`src/rtl/stable_matching_comb.sv`:
```
// stable_matching_comb
//   Gale-Shapley deferred-acceptance engine. List-A members (proposers) work
//   down their ranked lists of list-B members (acceptors), one proposal per
//   clock. The engine stops when no free proposer has choices left, or when
//   the proposal cap N is reached. The result is then held until reset.
//
// Ports
//   clk        rising-edge clock
//   rst        asynchronous, active-high reset
//   g          packed preferences {sPref, rPref}; hold stable while running
//                rPref[r][k] = g[(r*Kr+k)*logS +: logS]
//                sPref[s][k] = g[R*Kr*logS + (s*Ks+k)*logR +: logR]
//   o          {finish, matchList}; matchList slice r = partner of acceptor r
//   r_matched  acceptor r currently holds a partner

// Rank lookup for one acceptor. It finds the first (best) position of two
// keys in that acceptor's preference list. Entries >= S never equal a key,
// because keys are always valid proposer indices.
module stable_matching_rank #(
    parameter int Kr   = 2,
    parameter int logS = 2,
    localparam int RKW = (Kr > 1) ? $clog2(Kr) : 1
) (
    input  logic [Kr-1:0][logS-1:0] pref,
    input  logic [logS-1:0]         key_a,
    input  logic [logS-1:0]         key_b,
    output logic                    hit_a,
    output logic [RKW-1:0]          rank_a,
    output logic [RKW-1:0]          rank_b
);
    always_comb begin
        hit_a  = 1'b0;
        rank_a = '0;
        rank_b = '0;
        // Scan from the back so the lowest matching position wins.
        for (int k = Kr - 1; k >= 0; k--) begin
            if (pref[k] == key_a) begin
                hit_a  = 1'b1;
                rank_a = RKW'(k);
            end
            if (pref[k] == key_b) rank_b = RKW'(k);
        end
    end
endmodule

module stable_matching_comb #(
    parameter int Kr = 2,
    parameter int Ks = 2,
    parameter int S  = 3,
    parameter int R  = 3,
    parameter int N  = S*S - S + 2,
    localparam int logS = $clog2(S),
    localparam int logR = $clog2(R),
    localparam int GW   = R*Kr*logS + S*Ks*logR,
    localparam int OW   = R*logS + 1
) (
    input  logic          clk,
    input  logic          rst,
    input  logic [GW-1:0] g,
    output logic [OW-1:0] o,
    output logic [R-1:0]  r_matched
);
    localparam int PW  = $clog2(Ks + 1);
    localparam int CW  = $clog2(N + 1);
    localparam int RKW = (Kr > 1) ? $clog2(Kr) : 1;

    logic [R-1:0][Kr-1:0][logS-1:0] rpref;
    logic [S-1:0][Ks-1:0][logR-1:0] spref;
    assign rpref = g[R*Kr*logS-1:0];
    assign spref = g[GW-1 -: S*Ks*logR];

    logic [S-1:0][PW-1:0]   ptr;
    logic [S-1:0]           s_matched;
    logic [R-1:0][logS-1:0] partner;
    logic [CW-1:0]          cnt;
    logic                   finish;

    assign o = {finish, partner};

    // Lowest-index free proposer that still has choices left.
    logic [logS-1:0] sel;
    logic            any_elig;
    logic [logR-1:0] cur_r;

    always_comb begin
        sel      = '0;
        any_elig = 1'b0;
        for (int i = S - 1; i >= 0; i--) begin
            if (!s_matched[i] && (ptr[i] < PW'(Ks))) begin
                sel      = logS'(i);
                any_elig = 1'b1;
            end
        end
        cur_r = '0;
        for (int i = 0; i < S; i++)
            for (int k = 0; k < Ks; k++)
                if (sel == logS'(i) && ptr[i] == PW'(k)) cur_r = spref[i][k];
    end

    logic [R-1:0]           hit_s;
    logic [R-1:0][RKW-1:0]  rank_s;
    logic [R-1:0][RKW-1:0]  rank_p;

    for (genvar r = 0; r < R; r++) begin : g_rank
        stable_matching_rank #(.Kr(Kr), .logS(logS)) u_rank (
            .pref   (rpref[r]),
            .key_a  (sel),
            .key_b  (partner[r]),
            .hit_a  (hit_s[r]),
            .rank_a (rank_s[r]),
            .rank_b (rank_p[r])
        );
    end

    // An out-of-range target (cur_r >= R) never equals any r, so it falls
    // through as a rejection. The current partner always appears in the
    // list, so rank_p is always meaningful when r_matched is set.
    logic            accept;
    logic            disp_vld;
    logic [logS-1:0] disp;

    always_comb begin
        accept   = 1'b0;
        disp_vld = 1'b0;
        disp     = '0;
        for (int r = 0; r < R; r++) begin
            if (cur_r == logR'(r) && hit_s[r] &&
                (!r_matched[r] || rank_s[r] < rank_p[r])) begin
                accept   = 1'b1;
                disp_vld = r_matched[r];
                disp     = partner[r];
            end
        end
    end

    always_ff @(posedge clk or posedge rst) begin
        if (rst) begin
            ptr       <= '0;
            s_matched <= '0;
            partner   <= '0;
            r_matched <= '0;
            cnt       <= '0;
            finish    <= 1'b0;
        end else if (!finish) begin
            if (!any_elig || cnt == CW'(N)) begin
                finish <= 1'b1;
            end else begin
                cnt <= cnt + CW'(1);
                for (int i = 0; i < S; i++)
                    if (sel == logS'(i)) ptr[i] <= ptr[i] + PW'(1);
                if (accept) begin
                    for (int r = 0; r < R; r++) begin
                        if (cur_r == logR'(r)) begin
                            partner[r]   <= sel;
                            r_matched[r] <= 1'b1;
                        end
                    end
                    // The displaced proposer keeps its pointer and resumes
                    // from its next choice.
                    for (int i = 0; i < S; i++) begin
                        if (sel == logS'(i))
                            s_matched[i] <= 1'b1;
                        else if (disp_vld && disp == logS'(i))
                            s_matched[i] <= 1'b0;
                    end
                end
            end
        end
    end
endmodule

```
`config.mk`:
```
export PLATFORM = sky130hd
export DESIGN_NAME = stable_matching_comb
export DESIGN_NICKNAME = d
export VERILOG_FILES = /design/src/rtl/stable_matching_comb.sv
export SDC_FILE = /design/constraint.sdc
export NUM_CORES = 1
export LEC_CHECK = 0
export BUFFER_PORTS_ARGS = -buffer_cell sky130_fd_sc_hd__buf_4
export CAP_MARGIN = 20
export CORE_MARGIN = 5
export CORE_UTILIZATION = 30
export CTS_CLUSTER_SIZE = 10
export DETAILED_ROUTE_END_ITERATION = 10
export PLACE_DENSITY = 0.61
export SLEW_MARGIN = 20
export SYNTH_ARGS = -nofsm -noshare
export SYNTH_HDL_FRONTEND = slang
export SYNTH_SLANG_ARGS = --single-unit
```
`constraint.sdc`:
```
create_clock -name clk -period 6.43 [get_ports clk]
set_clock_uncertainty 0.2 [all_clocks]
set_input_delay 0.643 -clock clk [delete_from_list [all_inputs] [get_ports clk]]
set_output_delay 0.643 -clock clk [all_outputs]
set_load 0.005 [all_outputs]
```
Word level (Yosys, flattened, before mapping)
Index checks and enable logic that the tools add are counted.
Cells by class
  eq/ne operators: 22
  muxes and demuxes: 44
  reductions and logical operators: 48
  order comparisons: 6
  add/subtract/negate cells: 4
  bitwise logic cells: 2
Operator list (count)
  $mux 1: 32
  $eq 2x2->1: 12
  $mux 2: 12
  $reduce_and 4->1: 6
  $logic_and 1x1->1: 18
  $eq 2x1->1 const B: 6
  $logic_not 2->1: 6
  $reduce_and 3->1: 3
  $logic_not 1->1: 7
  $add 2x1->2 const B: 3
  $eq 2x2->1 const B: 3
  $lt 2x2->1 const B: 3
  $reduce_bool 2->1: 3
  $add 4x1->4 const B: 1
  $eq 4x4->1 const B: 1
  $logic_or 1x1->1: 4
  $lt 1x1->1: 3
  $not 1->1: 2
  $reduce_and 2->1: 1
Storage, ports and cells
  input bits: 26
  output and inout bits: 10
  logic and storage cells: 140
  flip-flop bits (word level): 23

Depth between registers and ports, before layout
  word-level depth: 23
  depth in mapped cells: 12
  depth with buffers taken out: 11

Cells and area by module
From an unflattened synthesis, not the netlist that was laid out.
Second synthesis, totals
  cells, all modules: 177
  area total of the unflattened synthesis: 1665.3 µm²
Modules (own cells, without submodules)
  stable_matching_comb: area an instance 1383.8 µm², times used 1, cells an instance 144, seq. area each 575.6 µm²
  stable_matching_rank: area an instance 93.8 µm², times used 3, cells an instance 11, seq. area each 0.0 µm²

Worst setup path before layout
OpenSTA, ideal clock, no wires.
  kind: reg2reg
  from: reg ptr[3] in the netlist's numbering
  to: reg s_matched[2]
  data arrival time: 2.231 ns
  data required time: 6.109 ns
  path buffers: 1
  stages on the path, launching flop included: 13
  slack: 3.878 ns
  clock period less this slack: 2.552 ns
  library setup time: 0.121 ns
  path through: dfrtp_1 -> inv_1 -> ha_1 -> a21oi_1 -> nor3_2 -> a211oi_1 -> o21ai_2 -> and2_1 -> buf_4 -> and3_1 -> a222oi_1 -> nand3b_1 -> a22o_1
On the way
  word-level cells in the longest chain between the ends: 22
  elaborated cells on any way between the ends: 70
  classes of those cells: order compare: 4; eq/ne: 12; mux: 29; bitwise: 1; reduce/logical: 24
RTL lines
  start, declared: RTL line 72  | logic [S-1:0][PW-1:0] ptr;
  start signal, assigned by index: RTL line 150  | if (sel == logS'(i)) ptr[i] <= ptr[i] + PW'(1);
  $lt 2x2->1: RTL line 89  | if (!s_matched[i] && (ptr[i] < PW'(Ks))) begin
  $logic_and 1x1->1: RTL line 89
  $mux 2 (2 in series): RTL line 89
  $logic_not 2->1: RTL line 97  | if (sel == logS'(i) && ptr[i] == PW'(k)) cur_r = spref[i][k];
  $logic_and 1x1->1: RTL line 97
  $mux 2 (6 in series): RTL line 97
  $logic_not 2->1: RTL line 127  | if (cur_r == logR'(r) && hit_s[r] &&
  $logic_and 1x1->1 (2 in series): RTL line 127
  $mux 2 (3 in series): RTL line 127
  $eq 2x2->1: RTL line 163  | else if (disp_vld && disp == logS'(i))
  $logic_and 1x1->1: RTL line 163
  $reduce_bool 2->1 (no line)
  $reduce_and 4->1 (no line)
  end signal, assigned: RTL line 139  | s_matched <= '0;
  end signal, assigned by index: RTL line 162  | s_matched[i] <= 1'b1;
  end signal, assigned by index: RTL line 164  | s_matched[i] <= 1'b0;
  end, declared: RTL line 73  | logic [S-1:0] s_matched;
Parallel ways exist; a longest one is shown, timed or not.
A chain may end at the register's enable or synchronous reset.

Final worst setup path
  from: reg s_matched[0]
  to: reg s_matched[2]
On the way
  word-level cells in the longest chain between the ends: 21
  elaborated cells on any way between the ends: 66
  classes of those cells: order compare: 3; eq/ne: 11; mux: 27; bitwise: 1; reduce/logical: 24
RTL lines (RTL line)
  $logic_not 1->1 *: 89
  $logic_and 1x1->1 *: 89
  $mux 2: 89
  $logic_not 2->1: 97
  $logic_and 1x1->1: 97
  $mux 2 (6 in series): 97
  $logic_not 2->1: 127
  $logic_and 1x1->1 (2 in series): 127
  $mux 2 (3 in series): 127
  $eq 2x2->1: 163
  $logic_and 1x1->1: 163
  $reduce_bool 2->1 (no line)
  $reduce_and 4->1 (no line)
Every way passes the cells marked *; elsewhere a longest branch is shown, timed or not.

==> metrics.yaml <==
clocking:
  clk_latency_ps: 270
  cts_max_level: 1
  cts_buffers: 3
  cts_tree: "done"
  hold_buffers: 0
  path_clk_slew_ps: 90
  clock_path_buffers: 2
  clkSinkCount: 23
  cts_resized: 0
  postCtsSetupRepairBufs: 0
  clockRootBuffer: "clkbuf_8"
layout:
  final_common_cell: "buf_4"
  final_cell_mix: "buf_4 (36), nand2_1 (23), dfrtp_1 (23), inv_1 (18), xnor2_1 (12)"
  postLayoutCellArea_um2: 2118
  drive_gt1_share_pct: 26.75
  seq_area_um2: 575.6
  syn2layout_area_growth_pct: 21.80
  layout.nets: 263
  diodes: 0
  multiInputGateArea_um2: 1066
  fill_cells: 589
place:
  place_hpwl_mm: 3.584
  gp_congestion: 0.8670
  dpl-instance-area_um2: 2069
  numPortBuffers: 35
global_route:
  antenna_found_initial: 0
  grt_pass1_wl_mm: 7.728
  grt_pass1_vias: 1569
  grt_use_total_pct: 12.94
  grt_max_degree: 24
  grt_overflow: 0
sta:
  fmax_mhz: 340.8
  final-setup-viol-count: 0
  slew_violations: 0
  tns_ps: 0
  relSlewSlack_pct: 40.45
  tightest_slew_ps: 892.3
  hold_viol_final: 0
  post-route-min-period_ps: 2935
  rsz0062_at_grt: "no"
  min_period_over_period_pct: 45.64
synth:
  synth_area_per_cell_um2: 9.058
  syn_area_um2: 1739
  ys_warn_count: 0
  ys_ff_latch: 23
  syn_inst: 192
  post_synth_num_cell_types: 60
  synth_ff_type: "dfrtp_1"
  async_flop_share_pct: 100.0
  syn-num-nets: 226
  synth-edff-count: 0
  ys_seq_area_share_pct: 33.09
setup_path:
  path_max_fanout: 6
  crit_type: "reg2reg"
  crit_path_end_kind: "flop"
  cp_slowest_cell: "dfrtp_1"
  crit_chain: "or2_2 > o21ai_1 > a21oi_1 > o21ai_2 > inv_1 > and3_1 > a222oi_1 > nand3b_1 > a22o_1"
  critPathMaxStageDelay_ps: 440
  critical_path_buf_inv_count: 1
  start_kind: "flop"
  crit_family: "compound AO/OA/AOI/OAI gates"
  arrival_ps: 2900
  crit_required_ps: 6400
floorplan:
  core_um2: 5574
  die_w_um: 86.14
  num_rows: 27
  start_util_pct: 31.20
  die_h_um: 86.14
  io_pins: 36
  die_area_um2: 7420
route:
  avgRoutedWirePerCell_um: 15.10
  vias: 1536
  drcViolationCount: 0
  totalWireLength_mm: 4.530
  vias_per_cell: 5.120
  dr.pass1.iters: 4
  ant_nets: 0
  drt-initial-drc-count: 80
power:
  irDropWorstVdd_mv: 0.1363
  pwr_density_cell_nw_per_um2: 368.5
  p_leak_nw: 0.9359
run_status:
  outcome: "complete, no violations"
run:
  drv_cap: 0
hold_path:
  min_path_type: "reg2reg"
-- flip-flops by register name, indices dropped and copies added, names as in the netlist --
register / count
ptr: 6
o: 6
r_matched: 3
cnt: 4
s_matched: 3
finish: 1
-- final cells by class --
| class | instances | share of cell area, % |
|---|---|---|
| Clock inverter | 1 | 0.3544 |
| Multi-Input combinational cell | 147 | 50.32 |
| Tap cell | 72 | 4.253 |
| Inverter | 18 | 3.190 |
| Clock buffer | 3 | 1.949 |
| Sequential cell | 23 | 27.17 |
| Timing Repair Buffer | 36 | 12.76 |
-- final timing paths --
check                                         start                        to  slack (ps)  depth (start not counted)
max reg2reg                s_matched[0]$_DFFE_PP0P_  s_matched[2]$_DFFE_PP0P_        3500                          9
max                        s_matched[0]$_DFFE_PP0P_  s_matched[2]$_DFFE_PP0P_        3500                          9
min in group asynchronous                       rst        cnt[0]$_DFFE_PP0P_         360                          2
min                              cnt[3]$_DFFE_PP0P_        cnt[3]$_DFFE_PP0P_         270                          1
max in group asynchronous                       rst          o[3]$_DFFE_PP0P_        5130                          2
min reg2reg                      cnt[3]$_DFFE_PP0P_        cnt[3]$_DFFE_PP0P_         270                          1
-- stage by stage --
stage / power [mW] / setup slack [ps] / utilization [%] / hold WS [ps] / std cells
2_1_floorplan: 0.5613 / 3878 / - / 246.6 / 192
3_3_place_gp: 0.6806 / 3538 / 37.13 / 264.2 / 296
3_5_place_dp: 0.6831 / 3505 / 37.13 / 268.3 / 296
4_1_cts: 0.7833 / 3503 / 38.00 / 281.3 / 300
5_1_grt: 0.8503 / 3259 / 38.00 / 293.8 / 300
6_report: 0.7806 / 3495 / 38.00 / 274.1 / 300
-- synth_stat cells (3+ instances only) --
cell	n	area share, %
a21oi_1	4	1.2
a31oi_1	3	1.1
and2_1	3	1.1
dfrtp_1	23	33
ha_1	8	5.8
inv_1	18	3.9
mux2_2	3	1.9
nand2_1	23	5.0
nand3_1	3	0.86
nor2_1	7	1.5
nor2_2	3	1.1
nor3_1	6	1.7
nor4b_1	3	1.5
o21ai_0	5	1.4
xnor2_1	12	6.0
xor2_1	10	5.0
-- worst reg2reg max path: cells and delay by family, from the launching register on --
kind,cells,cell delay (ps)
DFF,1,440
and+or+nand+nor,3,700
buffers and inverters,1,160
AOI/OAI and AO/OA,5,1330
-- logic make-up (layout without fill, tap and decap cells) --
family / Yosys count / after routing / share of synthesized area (%)
and+or+nand+nor: 68 / 68 / 21.44
muxes: 5 / 5 / 3.165
AOI/OAI and AO/OA: 44 / 44 / 19.86
adders and majority gates: 8 / 8 / 5.756
buffers and inverters: 22 / 58 / 5.611
DFF: 23 / 23 / 33.09
xor gates and xnor gates: 22 / 22 / 11.08
-- routing by layer --
| metal | GRT usage, % | vias to the layer above | part of all wire (%) |
|---|---|---|---|
| met4 | 2.158 | 0 | 0.33 |
| met3 | 2.690 | 2 | 6.1 |
| met5 | 0 | - | 0 |
| met1 | 18.65 | 726 | 49 |
| li1 | - | 755 | - |
| met2 | 20.11 | 53 | 44 |
-- report_power, final --
part / internal [mW] / total, mW / switching [mW] / leakage, nW
clock: 0.0440 / 0.0972 / 0.0532 / 0.0217
sequential: 0.196 / 0.259 / 0.0623 / 0.271
combinational: 0.185 / 0.425 / 0.240 / 0.643
(Power assumes the default switching activity.)
